[config.mk]
export PLATFORM = sky130hd
export DESIGN_NAME = usb_tx_packet_ctrl_flat
export DESIGN_NICKNAME = d
export VERILOG_FILES = /design/src/rtl/usb_pkg.sv /design/src/rtl/usb_tx_packet_ctrl_if.sv /design/src/rtl/usb_crc16.sv /design/src/rtl/usb_tx_packet_ctrl.sv /design/src/flat_wrapper.sv
export SDC_FILE = /design/constraint.sdc
export NUM_CORES = 1
export LEC_CHECK = 0
export CAP_MARGIN = 5
export CORE_UTILIZATION = 50
export DETAILED_ROUTE_END_ITERATION = 12
export GPL_TIMING_DRIVEN = 0
export MAX_ROUTING_LAYER = met4
export PLACE_DENSITY = 0.77
export SYNTH_ARGS = -nofsm -noshare
export SYNTH_HDL_FRONTEND = slang
export SYNTH_SLANG_ARGS = --single-unit
[constraint.sdc]
create_clock -name clk -period 4.55 [get_ports clk]
set_clock_uncertainty 0.2 [all_clocks]
set_input_delay 0.6825 -clock clk [delete_from_list [all_inputs] [get_ports clk]]
set_output_delay 0.6825 -clock clk [all_outputs]
set_load 0.1 [all_outputs]
[src/rtl/usb_pkg.sv]
// Shared USB TX types: packet encoding, PIDs, SYNC byte,
// CRC16 constants and small decode helpers.
package usb_pkg;

  typedef enum logic [2:0] {
    PKT_DATA0 = 3'd1,
    PKT_DATA1 = 3'd2,
    PKT_ACK   = 3'd3,
    PKT_NAK   = 3'd4,
    PKT_STALL = 3'd5
  } tx_packet_t;

  typedef enum logic [3:0] {
    S_IDLE,
    S_SYNC,
    S_PID,
    S_FETCH,
    S_LOAD,
    S_DATA,
    S_CRC_LO,
    S_CRC_HI,
    S_DONE
  } tx_state_t;

  localparam logic [3:0] PID_DATA0 = 4'h3;
  localparam logic [3:0] PID_DATA1 = 4'hB;
  localparam logic [3:0] PID_ACK   = 4'h2;
  localparam logic [3:0] PID_NAK   = 4'hA;
  localparam logic [3:0] PID_STALL = 4'hE;

  localparam logic [7:0]  SYNC_BYTE = 8'h80;
  localparam logic [15:0] CRC_INIT  = 16'hFFFF;
  localparam logic [15:0] CRC_POLY  = 16'hA001;
  localparam logic [6:0]  MAX_LEN   = 7'd64;

  function automatic logic is_legal(
    input logic [2:0] t
  );
    return (t >= 3'd1) && (t <= 3'd5);
  endfunction

  function automatic logic is_data(
    input logic [2:0] t
  );
    return (t == PKT_DATA0) || (t == PKT_DATA1);
  endfunction

  // PID byte on the wire is {~pid, pid}.
  function automatic logic [7:0] pid_byte(
    input logic [2:0] t
  );
    logic [3:0] p;
    case (t)
      PKT_DATA0: p = PID_DATA0;
      PKT_DATA1: p = PID_DATA1;
      PKT_ACK:   p = PID_ACK;
      PKT_NAK:   p = PID_NAK;
      PKT_STALL: p = PID_STALL;
      default:   p = 4'h0;
    endcase
    return {~p, p};
  endfunction

endpackage

[src/rtl/usb_tx_packet_ctrl_if.sv]
// Byte stream from packet controller to bit serializer.
// master: drives byte_out/byte_valid/byte_last; slave: drives byte_ready.
interface usb_tx_packet_ctrl_if;
  logic [7:0] byte_out;
  logic       byte_valid;
  logic       byte_ready;
  logic       byte_last;

  modport master (
    output byte_out,
    output byte_valid,
    output byte_last,
    input  byte_ready
  );

  modport slave (
    input  byte_out,
    input  byte_valid,
    input  byte_last,
    output byte_ready
  );
endinterface

[src/rtl/usb_crc16.sv]
// Byte-wide USB CRC16 (reflected 0xA001, LSB first).
// Ports: clk, n_rst, clear, enable, data[7:0] in; crc[15:0] out.
module usb_crc16
  import usb_pkg::*;
(
  input  logic        clk,
  input  logic        n_rst,
  input  logic        clear,
  input  logic        enable,
  input  logic [7:0]  data,
  output logic [15:0] crc
);

  logic [15:0] crc_q;
  logic [15:0] crc_d;

  always_comb begin
    crc_d = crc_q ^ {8'h00, data};
    for (int i = 0; i < 8; i++) begin
      crc_d = crc_d[0] ? ((crc_d >> 1) ^ CRC_POLY)
                       : (crc_d >> 1);
    end
  end

  always_ff @(posedge clk or negedge n_rst) begin
    if (!n_rst) begin
      crc_q <= CRC_INIT;
    end else if (clear) begin
      crc_q <= CRC_INIT;
    end else if (enable) begin
      crc_q <= crc_d;
    end
  end

  assign crc = crc_q;

endmodule

[src/rtl/usb_tx_packet_ctrl.sv]
// USB TX packet controller: SYNC, PID, FIFO payload, optional CRC16.
// Ports: clk, n_rst; tx_start/tx_packet/buffer_occupancy request;
// tx_packet_data/get_tx_packet_data FIFO; ser byte stream (master);
// tx_busy/tx_done/tx_error status. CRC appended when TX_CRC_GEN_EN defined.
module usb_tx_packet_ctrl
  import usb_pkg::*;
(
  input  logic                clk,
  input  logic                n_rst,
  input  logic                tx_start,
  input  logic [2:0]          tx_packet,
  input  logic [6:0]          buffer_occupancy,
  input  logic [7:0]          tx_packet_data,
  output logic                get_tx_packet_data,
  usb_tx_packet_ctrl_if.master ser,
  output logic                tx_busy,
  output logic                tx_done,
  output logic                tx_error
);

  tx_state_t  state_q;
  logic [2:0] type_q;
  logic [6:0] len_q;
  logic [7:0] byte_q;
  logic       valid_q;
  logic       last_q;
  logic       get_q;
  logic       busy_q;
  logic       done_q;
  logic       err_q;

  logic       xfer;
  logic       start_ok;

  assign xfer     = valid_q & ser.byte_ready;
  assign start_ok = tx_start & is_legal(tx_packet)
                  & (buffer_occupancy <= MAX_LEN);

`ifdef TX_CRC_GEN_EN
  logic [15:0] crc;
  logic        crc_clr;
  logic        crc_en;

  assign crc_clr = (state_q == S_IDLE) & start_ok;
  assign crc_en  = (state_q == S_DATA) & xfer;

  usb_crc16 u_crc (
    .clk    (clk),
    .n_rst  (n_rst),
    .clear  (crc_clr),
    .enable (crc_en),
    .data   (byte_q),
    .crc    (crc)
  );
`endif

  always_ff @(posedge clk or negedge n_rst) begin
    if (!n_rst) begin
      state_q <= S_IDLE;
      type_q  <= 3'd0;
      len_q   <= 7'd0;
      byte_q  <= 8'h00;
      valid_q <= 1'b0;
      last_q  <= 1'b0;
      get_q   <= 1'b0;
      busy_q  <= 1'b0;
      done_q  <= 1'b0;
      err_q   <= 1'b0;
    end else begin
      get_q  <= 1'b0;
      done_q <= 1'b0;
      err_q  <= 1'b0;
      unique case (state_q)
        S_IDLE: begin
          if (tx_start) begin
            if (start_ok) begin
              type_q  <= tx_packet;
              len_q   <= is_data(tx_packet)
                       ? buffer_occupancy : 7'd0;
              byte_q  <= SYNC_BYTE;
              valid_q <= 1'b1;
              last_q  <= 1'b0;
              busy_q  <= 1'b1;
              state_q <= S_SYNC;
            end else begin
              err_q <= 1'b1;
            end
          end
        end
        S_SYNC: begin
          if (xfer) begin
            byte_q  <= pid_byte(type_q);
`ifdef TX_CRC_GEN_EN
            last_q  <= !is_data(type_q);
`else
            last_q  <= !is_data(type_q)
                    || (len_q == 7'd0);
`endif
            state_q <= S_PID;
          end
        end
        S_PID: begin
          if (xfer) begin
            if (!is_data(type_q)) begin
              valid_q <= 1'b0;
              last_q  <= 1'b0;
              done_q  <= 1'b1;
              state_q <= S_DONE;
            end else if (len_q != 7'd0) begin
              valid_q <= 1'b0;
              get_q   <= 1'b1;
              state_q <= S_FETCH;
            end else begin
`ifdef TX_CRC_GEN_EN
              valid_q <= 1'b0;
              state_q <= S_CRC_LO;
`else
              valid_q <= 1'b0;
              last_q  <= 1'b0;
              done_q  <= 1'b1;
              state_q <= S_DONE;
`endif
            end
          end
        end
        S_FETCH: begin
          state_q <= S_LOAD;
        end
        S_LOAD: begin
          byte_q  <= tx_packet_data;
          valid_q <= 1'b1;
`ifndef TX_CRC_GEN_EN
          last_q  <= (len_q == 7'd1);
`endif
          state_q <= S_DATA;
        end
        S_DATA: begin
          if (xfer) begin
            len_q   <= len_q - 7'd1;
            valid_q <= 1'b0;
            if (len_q == 7'd1) begin
`ifdef TX_CRC_GEN_EN
              state_q <= S_CRC_LO;
`else
              last_q  <= 1'b0;
              done_q  <= 1'b1;
              state_q <= S_DONE;
`endif
            end else begin
              get_q   <= 1'b1;
              state_q <= S_FETCH;
            end
          end
        end
`ifdef TX_CRC_GEN_EN
        // One bubble cycle lets the last data byte
        // settle into the CRC register before it is shown.
        S_CRC_LO: begin
          if (!valid_q) begin
            byte_q  <= ~crc[7:0];
            valid_q <= 1'b1;
          end else if (ser.byte_ready) begin
            byte_q  <= ~crc[15:8];
            last_q  <= 1'b1;
            state_q <= S_CRC_HI;
          end
        end
        S_CRC_HI: begin
          if (xfer) begin
            valid_q <= 1'b0;
            last_q  <= 1'b0;
            done_q  <= 1'b1;
            state_q <= S_DONE;
          end
        end
`endif
        S_DONE: begin
          busy_q  <= 1'b0;
          type_q  <= 3'd0;
          state_q <= S_IDLE;
        end
        default: begin
          state_q <= S_IDLE;
        end
      endcase
    end
  end

  assign get_tx_packet_data = get_q;
  assign ser.byte_out       = byte_q;
  assign ser.byte_valid     = valid_q;
  assign ser.byte_last      = last_q;
  assign tx_busy            = busy_q;
  assign tx_done            = done_q;
  assign tx_error           = err_q;

endmodule

[src/flat_wrapper.sv]
// flat-port wrapper written by rule: the top's interface ports become plain ports
module usb_tx_packet_ctrl_flat import usb_pkg::*;
  (clk, n_rst, tx_start, tx_packet, buffer_occupancy, tx_packet_data, get_tx_packet_data, tx_busy, tx_done, tx_error, ser_byte_out, ser_byte_valid, ser_byte_last, ser_byte_ready);
  usb_tx_packet_ctrl_if ser_i ();
  input  logic clk;
  input  logic n_rst;
  input  logic tx_start;
  input  logic [2:0] tx_packet;
  input  logic [6:0] buffer_occupancy;
  input  logic [7:0] tx_packet_data;
  output logic get_tx_packet_data;
  output logic tx_busy;
  output logic tx_done;
  output logic tx_error;
  output wire logic [$bits(ser_i.byte_out)-1:0] ser_byte_out;
  output wire logic [$bits(ser_i.byte_valid)-1:0] ser_byte_valid;
  output wire logic [$bits(ser_i.byte_last)-1:0] ser_byte_last;
  input wire logic [$bits(ser_i.byte_ready)-1:0] ser_byte_ready;
  assign ser_byte_out = ser_i.byte_out;
  assign ser_byte_valid = ser_i.byte_valid;
  assign ser_byte_last = ser_i.byte_last;
  assign ser_i.byte_ready = ser_byte_ready;
  usb_tx_packet_ctrl u_core (.clk(clk), .n_rst(n_rst), .tx_start(tx_start), .tx_packet(tx_packet), .buffer_occupancy(buffer_occupancy), .tx_packet_data(tx_packet_data), .get_tx_packet_data(get_tx_packet_data), .ser(ser_i), .tx_busy(tx_busy), .tx_done(tx_done), .tx_error(tx_error));
endmodule
==> reports/results.tsv, run 1 <==
stage	metric	value	unit
outcome	status	complete, no violations	
setup_path	CP Class	input port to flop	
floorplan	die area	3650	µm²
finish	fin cells	267	
route	routed vias	1526	
cts	Root Driver	clkbuf_4	
setup_path	Crit path buffers/inverters	2	
timing	Hold WS	135	ps
placement	IO Port Bufs	35	
timing	minimum clock period	2980	ps
pwr	sw frac	51.3	%
pwr	Internal Power	0.778	mW
route	Post-Route WL	3740	µm
grt	global-route wire length before repair	6200	µm
yosys	Avg Cell Area, Syn	9.26	µm²
pwr	switching pwr	0.818	mW
setup_path	Top delay family on crit path	simple AND/OR/NAND/NOR gates	
yosys	most frequent cells after synthesis	dfrtp_1, nor2_1, o21ai_0, nand2_1, a21oi_1	
pwr	Worst VDD drop	0.367	mV
yosys	synth unique cells	50	
yosys	top-area cell type share of the netlist area	41.1	%
setup_path	Critical Path RT	4580	ps
finish	Antenna Cells	0	
setup_path	worst path cell trace	clkdlybuf4s50_1, or4_4, o31ai_4, a21boi_2, or4b_1, buf_6, mux2_4	
route	# DRC	0	
pwr	Seq pwr share	25.5	%
floorplan	I/O pin count	36	
timing	Final Max Slew Viols	0	
pwr	Pleak	0.914	nW
floorplan	Starting Density	54.0	%
cts	setup bufs post-CTS	0	
yosys	cell area after synthesis	1700	µm²
grt	antenna violations before repair	0	
setup_path	CP Launch Type	input port	
yosys	sequential share of the synthesized area	41.1	%
timing	Worst Max-Slew Pin Slew	979	ps
floorplan	Die X	60.4	µm
setup_path	Worst path max stage delay	540	ps
floorplan	Die H	60.4	µm
finish	Nets	249	
cts	# clock sinks	28	
timing	Slew headroom	34.5	%
finish	layout cells sized above 1	11.2	%
cts	CTS HTree Levels	1	
yosys	Synth Instances	184	
timing	final hold violation count	0	
yosys	Synth area leaders	dfrtp_1, mux2_4, o21ai_0, nor2_1, nand2_1	
floorplan	core area	3150	µm²
route	post-route ant nets	0	
flow_run	number of max-cap violations	0	
pwr	Comb pwr share	67.0	%
grt	Overall Global Routing Usage	23.6	%
route	Initial DRC Count	58	
yosys	largest area contributor in the netlist	dfrtp_1	
yosys	number of synthesized flops with an enable pin	0	
cts	Clock Latency Late Sink	330	ps
yosys	top_reg_cell synth	dfrtp_1	
setup_path	slowest library cell on the worst path	or4_4	
route	drt pass-1 iters	4	
timing	fmax	336	MHz
placement	RD Place Congestion	0.880	
route	via/cell ratio	5.72	
yosys	Seq cells post-synth	28	
hold_path	Hold Crit Class	input port to asynchronous set/reset pin	
yosys	syn_nets	209	
grt	vias in the first global route	1426	
cts	CTS buffer count	3	
yosys	most common cell in the netlist	dfrtp_1	
timing	setup TNS	0	ps
placement	pre-CTS setup slack	1230	ps
placement	dpl hpwl	2920	µm
yosys	post-synthesis async set-or-reset flop share	100	%
cts	CTS clock-pin slew for the worst setup and hold paths	140	ps
timing	RSZ-0062 raised after global routing	false	
timing	Tcrit/Tclk final	65.4	%
grt	largest net degree at the start of global routing	29	
finish	final core utilization	67.9	%
placement	placed cell count	263	
timing	Final WS setup	1570	ps
timing	Final setup viols	0	
setup_path	Critical Path Fanout Max	8	
yosys	YS warnings	0	
floorplan	Core Rows	20	
cts	CTS tree	done	
cts	CTS max path bufs	2	
cts	post-cts hold buffer count	0	
finish	area grow syn2layout	25.6	%
pwr	Pwr Density	745	nW/µm²
finish	filler cell count in the final layout	268	
route	routed len/inst	14.0	µm
cts	Gates resized, CTS repair	0	
setup_path	CP Capture Type	flop	
grt	grt total ovfl	0	
setup_path	crit path DAT	3010	ps
pwr	clock group share of total power	7.5	%
==> through the flow <==
stage	area [µm²]	total power, mW
3_5_place_dp	2110	1.48
3_3_place_gp	2110	1.45
2_1_floorplan	1700	1.24
4_1_cts	2150	1.60
5_1_grt	2140	1.71
6_report	2140	1.60
==> cell usage in the layout (no fill, tap or decap), types with 2 or more instances in the layout <==
master            n
and2_2            2
clkdlybuf4s50_1  34
a21oi_1           8
a31oi_1           5
nand3_1           5
a21o_1            2
clkbuf_4          3
o21ai_0          18
ha_1              3
nor2b_1           4
mux2_4            7
a311oi_1          2
nor3_1            4
inv_1             7
clkbuf_1          6
a22o_1            4
nand4_1           2
dfrtp_1          28
nand2_1          17
nand3b_1          2
nor3b_1           2
a21boi_0          2
or3_1             3
xnor2_1           2
a41o_1            2
nor2_1           20
buf_2             2
nor4_1            2
==> metal layers <==
metal | track usage, % | vias to the layer above | routed length, µm | share of wire, %
met3 | 2.77 | 4 | 191 | 5.1
li1 | - | 751 | - | -
met2 | 38.9 | 42 | 1800 | 48
met5 | - | - | 0 | 0
met4 | 8.64 | 0 | 53 | 1.4
met1 | 29.6 | 729 | 1690 | 45
==> area by class of cell <==
class,instances,area (µm²),area share [%]
clock buffers,4,36.3,1.69
inverters,7,26.3,1.23
well taps,44,55.1,2.57
plain buffers,10,53.8,2.51
multi-input cells,139,923,43.1
flip-flops and latches,28,701,32.7
repair buffers,35,345,16.1
==> final timing paths <==
kind | start | end | slack [ps] | depth (start not counted)
setup reg to reg | u_core.state_q[2] | u_core.len_q[4] | 1850 | 7
setup / recovery | buffer_occupancy[4] | u_core.ser.byte_out[3] | 1570 | 7
hold reg to reg | u_core.tx_busy | u_core.tx_busy | 320 | 1
hold / removal | n_rst | u_core.get_tx_packet_data | 140 | 1
min in group clk | u_core.tx_busy | u_core.tx_busy | 320 | 1
max in group asynchronous | n_rst | u_core.tx_busy | 3630 | 1
==> sequential cells by signal, indices dropped and copies added, names as in the netlist, 3 cells and up <==
signal / flops
u_core.type_q: 3
u_core.len_q: 7
u_core.state_q: 4
u_core.ser.byte_out: 8
==> power by group through the flow <==
stage / clock network, mW / registers (mW) / logic [mW]
after floorplan: 0 / 0.691 / 0.546
after global placement: 0 / 0.406 / 1.05
after detailed placement: 0 / 0.413 / 1.06
after CTS: 0.126 / 0.407 / 1.07
after global routing: 0.136 / 0.421 / 1.15
final: 0.120 / 0.407 / 1.07
==> cells by family after synthesis <==
| group | Yosys count | synth area share [%] |
|---|---|---|
| fa+ha+maj | 3 | 2.20 |
| compound gates | 52 | 20.7 |
| buf+inv | 17 | 4.70 |
| flops | 28 | 41.1 |
| mux | 9 | 7.42 |
| simple gates | 73 | 22.8 |
| xor+xnor | 2 | 1.03 |
Note: power is estimated with default switching activity, not from simulation.
==> run 2: changes to the inputs <==
- clock period: 4.55 -> 2.9 ns (I/O delays scaled with it)
==> run 2 against run 1 <==
Total power is 57% higher. Via count is 0.46% lower. Final area is 0.47% higher. Critical path depth stayed put. Sequential power is 57% higher. Routed wire length is 1.3% higher. Sequential cell count stayed put. Clock power is 58% higher. Count of clock-buffer cells in the layout stayed put. Register-to-register slack worse by 1700 ps. Hold slack better by 180 ps. Die area stayed put. Critical endpoint unchanged.
==> reports/results.tsv, run 2 (synthesized netlist as in run 1, its figures left out) <==
stage	metric	value	unit
setup_path	crit path DAT	2760	ps
setup_path	Critical Path Start	buffer_occupancy[4]	
placement	dpl hpwl	2920	µm
route	routed vias	1519	
route	drt pass-1 iters	4	
timing	Final WS setup	169	ps
grt	vias in the first global route	1426	
setup_path	CP Launch Type	input port	
cts	Clock Latency Late Sink	330	ps
placement	placed cell areas	2110	µm²
timing	Hold WS	317	ps
pwr	Final Total Pwr	2.51	mW
route	met3 WL	193	µm
route	post-route ant nets	0	
cts	Gates resized, CTS repair	0	
finish	Antenna Cells	0	
cts	CTS max path bufs	2	
route	Initial DRC Count	80	
route	# DRC	0	
cts	CTS buffer count	3	
setup_path	worst path cell trace	clkdlybuf4s50_1, or4_4, o31ai_4, a21boi_2, or4b_1, buf_6, mux2_4	
timing	RSZ-0062 raised after global routing	false	
timing	fmax	366	MHz
floorplan	die area	3650	µm²
cts	CTS clock-pin slew for the worst setup and hold paths	140	ps
setup_path	CP Class	input port to flop	
finish	most frequent cells in the layout	clkdlybuf4s50_1, dfrtp_1, nor2_1	
timing	Final Max Slew Viols	0	
setup_path	Critical Path Fanout Max	8	
floorplan	I/O pin count	36	
route	routed wl met2	1830	µm
setup_path	Critical Path RT	2930	ps
hold_path	Hold Crit Class	flop to flop	
placement	pre-CTS setup slack	-177	ps
finish	max reg flops	8	
cts	setup bufs post-CTS	0	
route	via/cell ratio	5.67	
finish	area grow syn2layout	26.2	%
finish	Nets	250	
placement	IO Port Bufs	35	
setup_path	CP Capture Type	flop	
timing	minimum clock period	2730	ps
cts	Root Driver	clkbuf_4	
cts	CTS tree	done	
route	Post-Route WL	3790	µm
placement	RD Place Congestion	0.880	
cts	# clock sinks	28	
floorplan	Die H	60.4	µm
grt	global-route wire length before repair	6200	µm
grt	grt total ovfl	0	
floorplan	Core Rows	20	
grt	antenna violations before repair	0	
timing	Slew headroom	34.5	%
timing	Worst Max-Slew Pin Slew	979	ps
timing	final hold violation count	0	
grt	largest net degree at the start of global routing	29	
timing	Tcrit/Tclk final	94.2	%
timing	Final setup viols	0	
grt	Overall Global Routing Usage	23.6	%
route	top layer reached by signal wires	met4	
pwr	Pleak	0.918	nW
finish	Finished Cell Area	2150	µm²
cts	post-cts hold buffer count	0	
pwr	Worst VDD drop	0.576	mV
route	routed len/inst	14.1	µm
setup_path	Worst path max stage delay	540	ps
pwr	Pwr Density	1170	nW/µm²
flow_run	number of max-cap violations	0	
setup_path	slowest library cell on the worst path	or4_4	
route	met1 wire length	1710	µm
cts	CTS HTree Levels	1	
floorplan	core area	3150	µm²
floorplan	Die X	60.4	µm
floorplan	Starting Density	54.0	%
hold_path	hold path start	u_core.tx_busy	
finish	layout cells sized above 1	11.2	%
setup_path	R2R Path Start	u_core.state_q[2]	
outcome	status	complete, no violations	
finish	commonest non-fill, non-tap cell in the layout	clkdlybuf4s50_1	
[run 2: changes by cell type in the layout (fill, tap and decap cells not counted)]
| cell | before | now |
|---|---|---|
| dlygate4sd3_1 | 0 | 1 |
[run 2: final timing paths]
check	to	slack (ps)	cells after the start
setup / recovery	u_core.ser.byte_out[3]	170	7
setup reg to reg	u_core.len_q[4]	190	7
min in group asynchronous	u_core.get_tx_packet_data	420	2
hold reg to reg	u_core.tx_busy	320	1
max in group asynchronous	u_core.tx_busy	1680	2
hold / removal	u_core.tx_busy	320	1
[run 2: final cells by class]
class	instances	area, µm²
multi-input combinational	139	923
tap	44	55.1
inverter	7	26.3
buffer	10	53.8
clock buffer	4	36.3
sequential	28	701
timing repair buffer	36	355
fill	267	1000
[run 2: metrics by stage]
stage / instances / TNS, ps / util [%]
6_report: 268 / 0 / 68.2
5_1_grt: 268 / 0 / 68.2
4_1_cts: 267 / 0 / 68.1
3_5_place_dp: 263 / -1230 / 66.9
3_3_place_gp: 263 / -1180 / 66.9
2_1_floorplan: 184 / 0 / -
[run 2: critical path: cells and delay by family]
| kind | cells | cell delay (ps) |
|---|---|---|
| and+or+nand+nor | 2 | 1040 |
| AOI/OAI and AO/OA | 2 | 380 |
| buffers and inverters | 2 | 610 |
| muxes | 1 | 300 |
[run 2: report_power, final]
group	total, mW	switching, mW	internal, mW
combinational	1.68	1.07	0.610
sequential	0.639	0.104	0.534
clock	0.189	0.112	0.0769
total	2.51	1.29	1.22
[run 2: layer usage]
metal	global-route usage, %	vias up
met5	-	-
met4	8.64	0
met3	2.77	4
met2	38.9	40
met1	29.6	724
li1	-	751
